--- config.mk ---
export PLATFORM = sky130hd
export DESIGN_NAME = frame_sequencer
export DESIGN_NICKNAME = d
export VERILOG_FILES = /design/src/rtl/draw_pkg.sv /design/src/rtl/raster_counter.sv /design/src/rtl/frame_sequencer.sv
export SDC_FILE = /design/constraint.sdc
export NUM_CORES = 1
export LEC_CHECK = 0
export BUFFER_PORTS_ARGS = -buffer_cell sky130_fd_sc_hd__buf_2
export CAP_MARGIN = 25
export CELL_PAD_IN_SITES_DETAIL_PLACEMENT = 0
export CELL_PAD_IN_SITES_GLOBAL_PLACEMENT = 1
export CORE_MARGIN = 2
export CORE_UTILIZATION = 43
export DETAILED_ROUTE_END_ITERATION = 6
export PLACE_DENSITY = 0.79
export SYNTH_ARGS = -nofsm -noshare
export SYNTH_HDL_FRONTEND = slang
export SYNTH_SLANG_ARGS = --single-unit
--- constraint.sdc ---
create_clock -name draw_clk -period 5.7 [get_ports draw_clk]
set_input_delay 0.57 -clock draw_clk [delete_from_list [all_inputs] [get_ports draw_clk]]
set_output_delay 0.57 -clock draw_clk [all_outputs]
set_load 0.01 [all_outputs]
--- src/rtl/draw_pkg.sv ---
// Shared types and constants for the per-frame draw scheduler.
package draw_pkg;

  typedef enum logic [2:0] {
    IDLE,
    CLEAR,
    SNAKE_START,
    SNAKE_PRIME,
    SNAKE_DRAW,
    FOOD,
    FINISH
  } draw_state_e;

  localparam logic [1:0] COLOR_BG    = 2'b00;
  localparam logic [1:0] COLOR_SNAKE = 2'b01;
  localparam logic [1:0] COLOR_FOOD  = 2'b10;

  localparam int CELL = 10;

endpackage

--- src/rtl/raster_counter.sv ---
// Two-dimensional raster counter: x sweeps 0..W-1 inside y 0..H-1.
module raster_counter #(
  parameter int W = 640,
  parameter int H = 480,
  localparam int XW = (W > 1) ? $clog2(W) : 1,
  localparam int YW = (H > 1) ? $clog2(H) : 1
) (
  input  logic          draw_clk,
  input  logic          reset,
  input  logic          start,
  input  logic          step,
  output logic [XW-1:0] x,
  output logic [YW-1:0] y,
  output logic          last
);

  logic [XW-1:0] x_q, x_d;
  logic [YW-1:0] y_q, y_d;

  always_ff @(posedge draw_clk or posedge reset) begin
    if (reset) begin
      x_q <= '0;
      y_q <= '0;
    end else begin
      x_q <= x_d;
      y_q <= y_d;
    end
  end

  always_comb begin
    x_d = x_q;
    y_d = y_q;
    if (start) begin
      x_d = '0;
      y_d = '0;
    end else if (step) begin
      if (x_q == XW'(W - 1)) begin
        x_d = '0;
        y_d = (y_q == YW'(H - 1)) ? '0 : y_q + YW'(1);
      end else begin
        x_d = x_q + XW'(1);
      end
    end
  end

  assign x    = x_q;
  assign y    = y_q;
  assign last = (x_q == XW'(W - 1)) && (y_q == YW'(H - 1));

endmodule

--- src/rtl/frame_sequencer.sv ---
// Per-frame owner of the framebuffer write port: clear, snake stream, food cell,
// then a move tick every TICK_FRAMES completed frames.
module frame_sequencer
  import draw_pkg::*;
#(
  parameter int SCREEN_W    = 640,
  parameter int SCREEN_H    = 480,
  parameter int TICK_FRAMES = 8
) (
  input  logic       draw_clk,
  input  logic       reset,
  input  logic       frame_start,
  input  logic [9:0] snake_rx,
  input  logic [8:0] snake_ry,
  input  logic       snake_done,
  input  logic [9:0] food_x,
  input  logic [8:0] food_y,
  output logic       snake_cleared,
  output logic       move_tick,
  output logic       fb_we,
  output logic [9:0] fb_x,
  output logic [8:0] fb_y,
  output logic [1:0] fb_color,
  output logic       busy,
  output logic       overrun
);

  localparam int CXW = (SCREEN_W > 1) ? $clog2(SCREEN_W) : 1;
  localparam int CYW = (SCREEN_H > 1) ? $clog2(SCREEN_H) : 1;
  localparam int FW  = $clog2(CELL);
  localparam int FCW = (TICK_FRAMES > 1) ? $clog2(TICK_FRAMES) : 1;

  draw_state_e    state_q, state_d;
  logic           pending_q, pending_d;
  logic           overrun_q, overrun_d;
  logic [FCW-1:0] frame_cnt_q, frame_cnt_d;
  logic           fb_we_q, fb_we_d;
  logic [9:0]     fb_x_q, fb_x_d;
  logic [8:0]     fb_y_q, fb_y_d;
  logic [1:0]     fb_color_q, fb_color_d;

  logic [CXW-1:0] clr_x;
  logic [CYW-1:0] clr_y;
  logic           clr_last;
  logic [FW-1:0]  food_dx;
  logic [FW-1:0]  food_dy;
  logic           food_last;
  logic [10:0]    food_sum_x;
  logic [9:0]     food_sum_y;
  logic           food_in_range;
  logic           snake_in_range;

  raster_counter #(.W(SCREEN_W), .H(SCREEN_H)) u_clear_sweep (
    .draw_clk (draw_clk),
    .reset    (reset),
    .start    (state_q == IDLE),
    .step     (state_q == CLEAR),
    .x        (clr_x),
    .y        (clr_y),
    .last     (clr_last)
  );

  raster_counter #(.W(CELL), .H(CELL)) u_food_sweep (
    .draw_clk (draw_clk),
    .reset    (reset),
    .start    (state_q != FOOD),
    .step     (state_q == FOOD),
    .x        (food_dx),
    .y        (food_dy),
    .last     (food_last)
  );

  // Widened sums so a food cell near the right/bottom edge clips instead of wrapping.
  assign food_sum_x     = 11'(food_x) + 11'(food_dx);
  assign food_sum_y     = 10'(food_y) + 10'(food_dy);
  assign food_in_range  = (food_sum_x < 11'(SCREEN_W)) && (food_sum_y < 10'(SCREEN_H));
  assign snake_in_range = (11'(snake_rx) < 11'(SCREEN_W)) && (10'(snake_ry) < 10'(SCREEN_H));

  always_ff @(posedge draw_clk or posedge reset) begin
    if (reset) begin
      state_q     <= IDLE;
      pending_q   <= 1'b0;
      overrun_q   <= 1'b0;
      frame_cnt_q <= '0;
      fb_we_q     <= 1'b0;
      fb_x_q      <= '0;
      fb_y_q      <= '0;
      fb_color_q  <= COLOR_BG;
    end else begin
      state_q     <= state_d;
      pending_q   <= pending_d;
      overrun_q   <= overrun_d;
      frame_cnt_q <= frame_cnt_d;
      fb_we_q     <= fb_we_d;
      fb_x_q      <= fb_x_d;
      fb_y_q      <= fb_y_d;
      fb_color_q  <= fb_color_d;
    end
  end

  always_comb begin
    state_d       = state_q;
    pending_d     = pending_q;
    overrun_d     = overrun_q;
    frame_cnt_d   = frame_cnt_q;
    fb_we_d       = 1'b0;
    fb_x_d        = '0;
    fb_y_d        = '0;
    fb_color_d    = COLOR_BG;
    snake_cleared = 1'b0;
    move_tick     = 1'b0;

    // One frame may queue behind the current one; further pulses are lost.
    if (frame_start && (state_q != IDLE)) begin
      pending_d = 1'b1;
      overrun_d = 1'b1;
    end

    case (state_q)
      IDLE: begin
        if (frame_start || pending_q) begin
          state_d   = CLEAR;
          pending_d = 1'b0;
        end
      end
      CLEAR: begin
        fb_we_d = 1'b1;
        fb_x_d  = 10'(clr_x);
        fb_y_d  = 9'(clr_y);
        if (clr_last) state_d = SNAKE_START;
      end
      SNAKE_START: begin
        snake_cleared = 1'b1;
        state_d       = SNAKE_PRIME;
      end
      SNAKE_PRIME: begin
        state_d = SNAKE_DRAW;
      end
      SNAKE_DRAW: begin
        if (snake_done) begin
          state_d = FOOD;
        end else begin
          fb_we_d    = snake_in_range;
          fb_x_d     = snake_rx;
          fb_y_d     = snake_ry;
          fb_color_d = COLOR_SNAKE;
        end
      end
      FOOD: begin
        fb_we_d    = food_in_range;
        fb_x_d     = food_sum_x[9:0];
        fb_y_d     = food_sum_y[8:0];
        fb_color_d = COLOR_FOOD;
        if (food_last) state_d = FINISH;
      end
      FINISH: begin
        if (frame_cnt_q == FCW'(TICK_FRAMES - 1)) begin
          move_tick   = 1'b1;
          frame_cnt_d = '0;
        end else begin
          frame_cnt_d = frame_cnt_q + FCW'(1);
        end
        state_d = IDLE;
      end
      default: state_d = IDLE;
    endcase
  end

  assign fb_we    = fb_we_q;
  assign fb_x     = fb_x_q;
  assign fb_y     = fb_y_q;
  assign fb_color = fb_color_q;
  assign busy     = (state_q != IDLE);
  assign overrun  = overrun_q;

endmodule
==> results.md, run 1 <==
* Fraction of registers with async set/reset at 1.00
* Worst setup margin at 3.04 ns
* CTS H-tree depth at 3
* Cts repair resizes at 0
* Crit path cell chain: or2_2 -> nor2_1 -> inv_2 -> buf_2
* Initial core utilization at 0.445
* Startpoint Class: register
* Largest net degree at the start of global routing at 58
* HPWL after DPL at 5940 um
* I/O pin count at 68
* Die width at 90.6 um
* Final WL at 8070 um
* Final setup viols at 0
* Setup TNS at 0 ns
* Worst-Margin Slew at 1.00 ns
* CTS tree: yes
* Port bufs at 67
* Via/cell ratio at 5.43
* CTS clk-pin slew, worst paths at 0.07 ns
* Crit path max fanout at 9
* DR vias at 2795
* Mean Syn Cell Area at 9.52 um2
* WP data required at 5.13 ns
* WP buf/inv at 2
* Num CTS Buffers at 9
* Post-Syn Instances at 339
* Fin. max-slew vios at 0
* Pwr Density at 357 mW/mm2
* Number of synthesized register bits at 57
* Final hold vios at 0
* Min-Delay Path Class: input pin to async pin
* GRT Overall Usage at 0.209
* CP max stage delay at 0.52 ns
* Worst EP arrival at 2.09 ns
* Drc violations at 0
* R2r endpoint: u_clear_sweep.y[4]
* Post-cts hold buffer count at 0
* Detail Route Antenna Nets at 0
* Max Root-Sink Buffers at 2
* CP endpoint kind: primary output
* Placer Congestion at 0.866
* RSZ-0062 raised after global routing: false
* Cell area after synthesis at 0.00323 mm2
* Final Util at 0.533
* Worst slack at placement at 3.14 ns
* Worst setup path end: busy
* Final Critical Period at 2.66 ns
* R2r startpoint: state_q[0]
* Vias in the first global route at 2683
* WP depth at 4
* Setup CP Type: register to primary output
* Netlist cell types at 50
* Mapped Nets at 399
* CP top delay family: simple AND/OR/NAND/NOR gates
* DR iter-0 viols at 83
* DRT Pass-1 Iters at 5
* Seq/Total Area, Yosys at 0.442
* Final hold slack at 0.421 ns
* Fillcell total at 711
* Core area at 0.00725 mm2
* Rel. slew slack at 0.324
* Die Height at 90.6 um
* Site Rows at 31
* Antenna diodes at 0
* Num Clock Sinks at 57
* Fmax achieved at 375 MHz
* Layout cells sized above 1 at 0.236
* Pleak at 0.00183 uW
* Full die area at 0.00821 mm2
* Worst-skew pair later-pin latency at 0.34 ns
* Fin crit share at 0.467
* Worst reg2reg setup slack at 3.28 ns
* Max-cap violations at 0
* First-pass GRT wire length at 13500 um
* Primary FF master, synth: dfrtp_1
* Area delta synth->final at 19.9%
* Initial antenna violation count at 0
* Avg WL per Cell at 15.7 um
* Worst Reg-to-Reg Cells at 5
* Maximum vdd drop at 224 uV
* Status: finished clean
* Layout net count at 471
* Post-CTS setup buffers at 0
* Ys Warns at 0
* CP startpoint: state_q[2]
* Post-synth EDFFs at 0
* Clock root buffer: clkbuf_8
* Final clock skew at 0.00733 ns
* Slowest CP cell: nor2_1
* Congestion Overflow GR at 0
how the worst min path moves through the flow:
| stage | endpoint | slack, ns |
|---|---|---|
| 6_report | u_clear_sweep.y[6] | 0.42 |
| 5_1_grt | overrun | 0.44 |
| 4_1_cts | overrun | 0.43 |
| 3_5_place_dp | overrun | 0.45 |
| 3_3_place_gp | overrun | 0.44 |
| 2_1_floorplan | pending_q | 0.45 |
area by class of cell:
type	instances	area, um2	share of cell area
multi-input cells	258	1710	0.441
flip-flops and latches	57	1430	0.369
repair buffers	71	365	0.0944
clock buffers	10	138	0.0356
well taps	99	124	0.0320
clock inverters	6	57.6	0.0149
inverters	14	52.6	0.0136
layout by cell type, fill, tap and decap left out, drive strengths merged, types with 3 or more instances in the layout:
master | synthesis | final
o31ai | 5 | 5
nor2b | 4 | 4
buf | 2 | 71
a21o | 6 | 6
xor2 | 17 | 17
nor3 | 6 | 6
nand3b | 4 | 4
inv | 14 | 14
a21oi | 12 | 12
a22oi | 18 | 18
clkbuf | 8 | 10
and2 | 3 | 3
dfrtp | 57 | 57
or3 | 4 | 4
nor4 | 3 | 3
a211oi | 4 | 4
nand2 | 29 | 29
o21ai | 30 | 30
clkinv | 0 | 4
nand3 | 17 | 17
xnor2 | 7 | 7
o211ai | 3 | 3
nand4 | 9 | 9
ha | 16 | 16
nor2 | 29 | 29
stage by stage:
step	instance area (um2)	std cells	total power [uW]
after global routing	3870	515	1490
after CTS	3870	515	1400
final	3870	515	1380
after global placement	3670	499	1010
after floorplan	3230	339	848
after detailed placement	3670	499	1010
registers in the layout, summed over array words and instances, names as in the netlist, 2 cells and up:
register / flops
u_food_sweep.y: 4
frame_cnt_q: 3
fb_color: 2
fb_x: 10
u_clear_sweep.x: 10
u_food_sweep.x: 4
state_q: 3
u_clear_sweep.y: 9
fb_y: 9
kinds of logic after synthesis:
logic type / Yosys count / synth area share
fa+ha+maj: 18 / 0.0744
buf+inv: 24 / 0.0326
mux: 1 / 0.00349
compound gates: 93 / 0.190
xor+xnor: 24 / 0.0651
flops: 57 / 0.442
simple gates: 122 / 0.193
tightest hold or removal path: stages:
cell and delay, ns:
buf_2 0.10, inv_2 0.04, buf_4 0.55
power by group:
part,leakage (uW),internal (uW),total (uW),switching (uW)
Sequential,0.000754,490,559,69.0
Combinational,0.000972,168,442,274
Clock,0.000102,210,380,170
Total,0.00183,868,1380,513
synthesized netlist by cell type, drive strengths merged, types with 2 or more instances:
library cell / instances / area share
o211ai: 3 / 0.0070
nor3b: 2 / 0.0047
ha: 16 / 0.062
a211oi: 4 / 0.0093
clkbuf: 8 / 0.0093
o31ai: 5 / 0.013
buf: 2 / 0.0070
nand4: 9 / 0.017
and3: 2 / 0.0039
nor2b: 4 / 0.0078
nand2: 29 / 0.034
a22oi: 18 / 0.042
and2: 3 / 0.0058
and4: 2 / 0.0054
nand2b: 2 / 0.0039
o21a: 2 / 0.0047
nor4: 3 / 0.0058
nand3: 17 / 0.026
fa: 2 / 0.012
nor2: 29 / 0.034
xnor2: 7 / 0.019
or2: 2 / 0.0039
o211a: 2 / 0.0062
nor3: 6 / 0.0093
a21oi: 12 / 0.019
xor2: 17 / 0.046
inv: 14 / 0.016
or3: 4 / 0.0093
nand3b: 4 / 0.0093
a21o: 6 / 0.014
a31oi: 2 / 0.0039
dfrtp: 57 / 0.44
o21ai: 30 / 0.047
metal layers:
| metal | vias up | GRT usage | wire (um) |
|---|---|---|---|
| met5 | - | 0 | 0 |
| met4 | 0 | 0.0603 | 137 |
| met3 | 11 | 0.0751 | 462 |
| met2 | 67 | 0.315 | 3750 |
| met1 | 1345 | 0.282 | 3720 |
| li1 | 1372 | - | - |
Note: power is estimated with default switching activity, not from simulation.
==> run 2: changes to the inputs <==
Settings changed: CORE_UTILIZATION 43 to 42, PLACE_DENSITY 0.79 to 0.78.
Clock period 5.7 ns to 2.5 ns, I/O delays scaled along.
==> run 2 against run 1 <==
  * Clock power rose to 2.6 times the previous value
  * Die area grew 2.3%
  * Clock skew is 0.0013 ns higher
  * Count of clock-buffer cells in the layout rose by 1
==> results.md, run 2 (synthesis gave the netlist of run 1 again) <==
* Placer Congestion at 0.824 (was 0.866)
* Initial core utilization at 0.440 (was 0.445)
* Sequential cell fraction of total power at 0.380 (was 0.405)
* Drc violations at 0 (unchanged)
* Highest-count cells in the layout ignoring fill and taps: 67 x buf_2, 57 x dfrtp_1, 30 x o21ai_0, 29 x nand2_1, 29 x nor2_1 (unchanged)
* HPWL after DPL at 6140 um (was 5940 um)
* Fin. max-slew vios at 0 (unchanged)
* Max Root-Sink Buffers at 2 (unchanged)
* Crit path max fanout at 5 (was 9)
* Fmax achieved at 459 MHz
* Final clock skew at 0.00864 ns (was 0.00733 ns)
* Site Rows at 31 (unchanged)
* Min-Delay Path Class: input pin to register (was input pin to async pin)
* Rel. slew slack at 0.716 (was 0.324)
* Detail Route Antenna Nets at 0 (unchanged)
* Worst-Margin Slew at 0.423 ns (was 1.00 ns)
* CP endpoint kind: register (was primary output)
* Final Critical Period at 2.18 ns
* Clock power frac at 0.294 (was 0.275)
* DR vias at 2809 (was 2795)
* Vias in the first global route at 2786 (was 2683)
* Layout net count at 480 (was 471)
* GRT Overall Usage at 0.203 (was 0.209)
* Setup CP Type: register to register (was register to primary output)
* Core area at 0.00733 mm2 (was 0.00725 mm2)
* Worst EP arrival at 2.43 ns (was 2.09 ns)
* Fin crit share at 0.871
* Fillcell total at 682 (was 711)
* Hold path start: frame_start
* Area delta synth->final at 23.3% (was 19.9%)
* Num Clock Sinks at 57 (unchanged)
* CP startpoint: u_food_sweep.x[0] (was state_q[2])
* Pwr Density at 839 mW/mm2 (was 357 mW/mm2)
* R2r startpoint: u_food_sweep.x[0] (was state_q[0])
* Crit path cell chain: ha_1 -> fa_1 -> a211oi_2 -> nor4_1 -> a311oi_1 -> o31ai_1 -> o21ai_0 (was or2_2 -> nor2_1 -> inv_2 -> buf_2)
* Final hold slack at 0.129 ns (was 0.421 ns)
* Final WL at 7940 um (was 8070 um)
* Initial antenna violation count at 0 (unchanged)
* Die Height at 91.7 um (was 90.6 um)
* Largest net degree at the start of global routing at 23 (was 58)
* Port bufs at 67 (unchanged)
* Final hold vios at 0 (unchanged)
* Combinational share of power at 0.326 (was 0.320)
* Status: finished clean (unchanged)
* Clock root buffer: clkbuf_8 (unchanged)
* Num CTS Buffers at 9 (unchanged)
* DRT Pass-1 Iters at 4 (was 5)
* First-pass GRT wire length at 13500 um (about the same)
* Maximum vdd drop at 347 uV (was 224 uV)
* Layout cells sized above 1 at 0.252 (was 0.236)
* DR iter-0 viols at 112 (was 83)
* Register Area at 0.00143 mm2 (unchanged)
* Pleak at 0.00189 uW (was 0.00183 uW)
* Footprint of the multi-input gates at 0.00171 mm2 (about the same)
* WP data required at 2.75 ns (was 5.13 ns)
* Final setup viols at 0 (unchanged)
* Worst-skew pair later-pin latency at 0.34 ns (about the same)
* I/O pin count at 68 (unchanged)
* Max-cap violations at 0 (unchanged)
* Post-CTS setup buffers at 0 (unchanged)
* Die width at 91.7 um (was 90.6 um)
* CP max stage delay at 0.44 ns (was 0.52 ns)
* Full die area at 0.00840 mm2 (was 0.00821 mm2)
* Startpoint Class: register (unchanged)
* Antenna diodes at 0 (unchanged)
* Congestion Overflow GR at 0 (unchanged)
* P_int at 2170 uW (was 868 uW)
* CTS clk-pin slew, worst paths at 0.07 ns (about the same)
* Switching share of power at 0.349 (was 0.372)
* Slowest CP cell: fa_1 (was nor2_1)
* Setup TNS at 0 ns (unchanged)
* CTS tree: yes (unchanged)
* Most common cell after layout, fill and taps aside: buf_2 (unchanged)
* Via/cell ratio at 5.36 (was 5.43)
* Switching pwr at 1160 uW (was 513 uW)
* Avg WL per Cell at 15.1 um (was 15.7 um)
* CTS H-tree depth at 3 (unchanged)
* RSZ-0062 raised after global routing: false (unchanged)
-- run 2: changes by cell type in the layout (fill, tap and decap cells not counted) --
cell           delta
bufinv_16         +1
clkinv_2          -2
a211oi_2          +1
a211oi_1          -1
buf_4             +8
clkbuf_8          +1
dlygate4sd3_1     +1
-- run 2: critical path: cells and delay by family (launching register included) --
kind                     cells  cell delay [ns]
AO/OA/AOI/OAI                4             0.89
adder cells (fa/ha/maj)      2             0.67
flip-flops                   1             0.43
AND/OR/NAND/NOR              1             0.10
-- run 2: repair_timing --
item,4_1_cts,5_1_grt
hold buffers,1,0
hold endpoints to repair,15,0
endpoints found under the setup margin,0,1
gates resized for setup,0,1
-- run 2: cell type report --
class | instances | share of cell area
Sequential cell | 57 | 0.359
Tap cell | 99 | 0.0311
Inverter | 14 | 0.0132
Timing Repair Buffer | 80 | 0.109
Clock buffer | 11 | 0.0381
Multi-Input combinational cell | 258 | 0.430
Clock inverter | 5 | 0.0195
-- run 2: worst paths after layout --
path / cells past startpoint / slack, ns / endpoint
min: 2 / 0.13 / overrun
max reg2reg: 7 / 0.32 / fb_we
max: 7 / 0.32 / fb_we
min reg2reg: 1 / 0.45 / overrun
max in group asynchronous: 4 / 1.45 / u_food_sweep.y[2]
min in group asynchronous: 3 / 0.42 / u_clear_sweep.y[3]
-- run 2: per-stage QoR --
step | std cells | utilization | area (um2) | setup slack [ns] | power (uW)
detailed placement | 507 | 0.509 | 3730 | 0.191 | 2380
finish | 524 | 0.543 | 3980 | 0.323 | 3340
CTS | 524 | 0.542 | 3970 | 0.167 | 3390
global route | 524 | 0.543 | 3980 | 0.101 | 3580
global placement | 507 | 0.509 | 3730 | 0.255 | 2380
floorplan | 339 | - | 3230 | 0.310 | 1930
-- run 2: power groups by stage --
stage | Combinational (uW) | Sequential (uW) | Clock [uW]
after floorplan | 645 | 1290 | 0
after global placement | 1100 | 1280 | 0
after detailed placement | 1100 | 1280 | 0
after CTS | 1110 | 1270 | 1010
after global routing | 1230 | 1290 | 1050
final | 1090 | 1270 | 983
-- run 2: routing by layer --
metal / vias up / part of all wire / GRT usage
li1: 1395 / - / -
met1: 1348 / 0.46 / 0.268
met2: 52 / 0.48 / 0.324
met3: 14 / 0.035 / 0.0501
met4: 0 / 0.021 / 0.0758
met5: - / 0 / 0
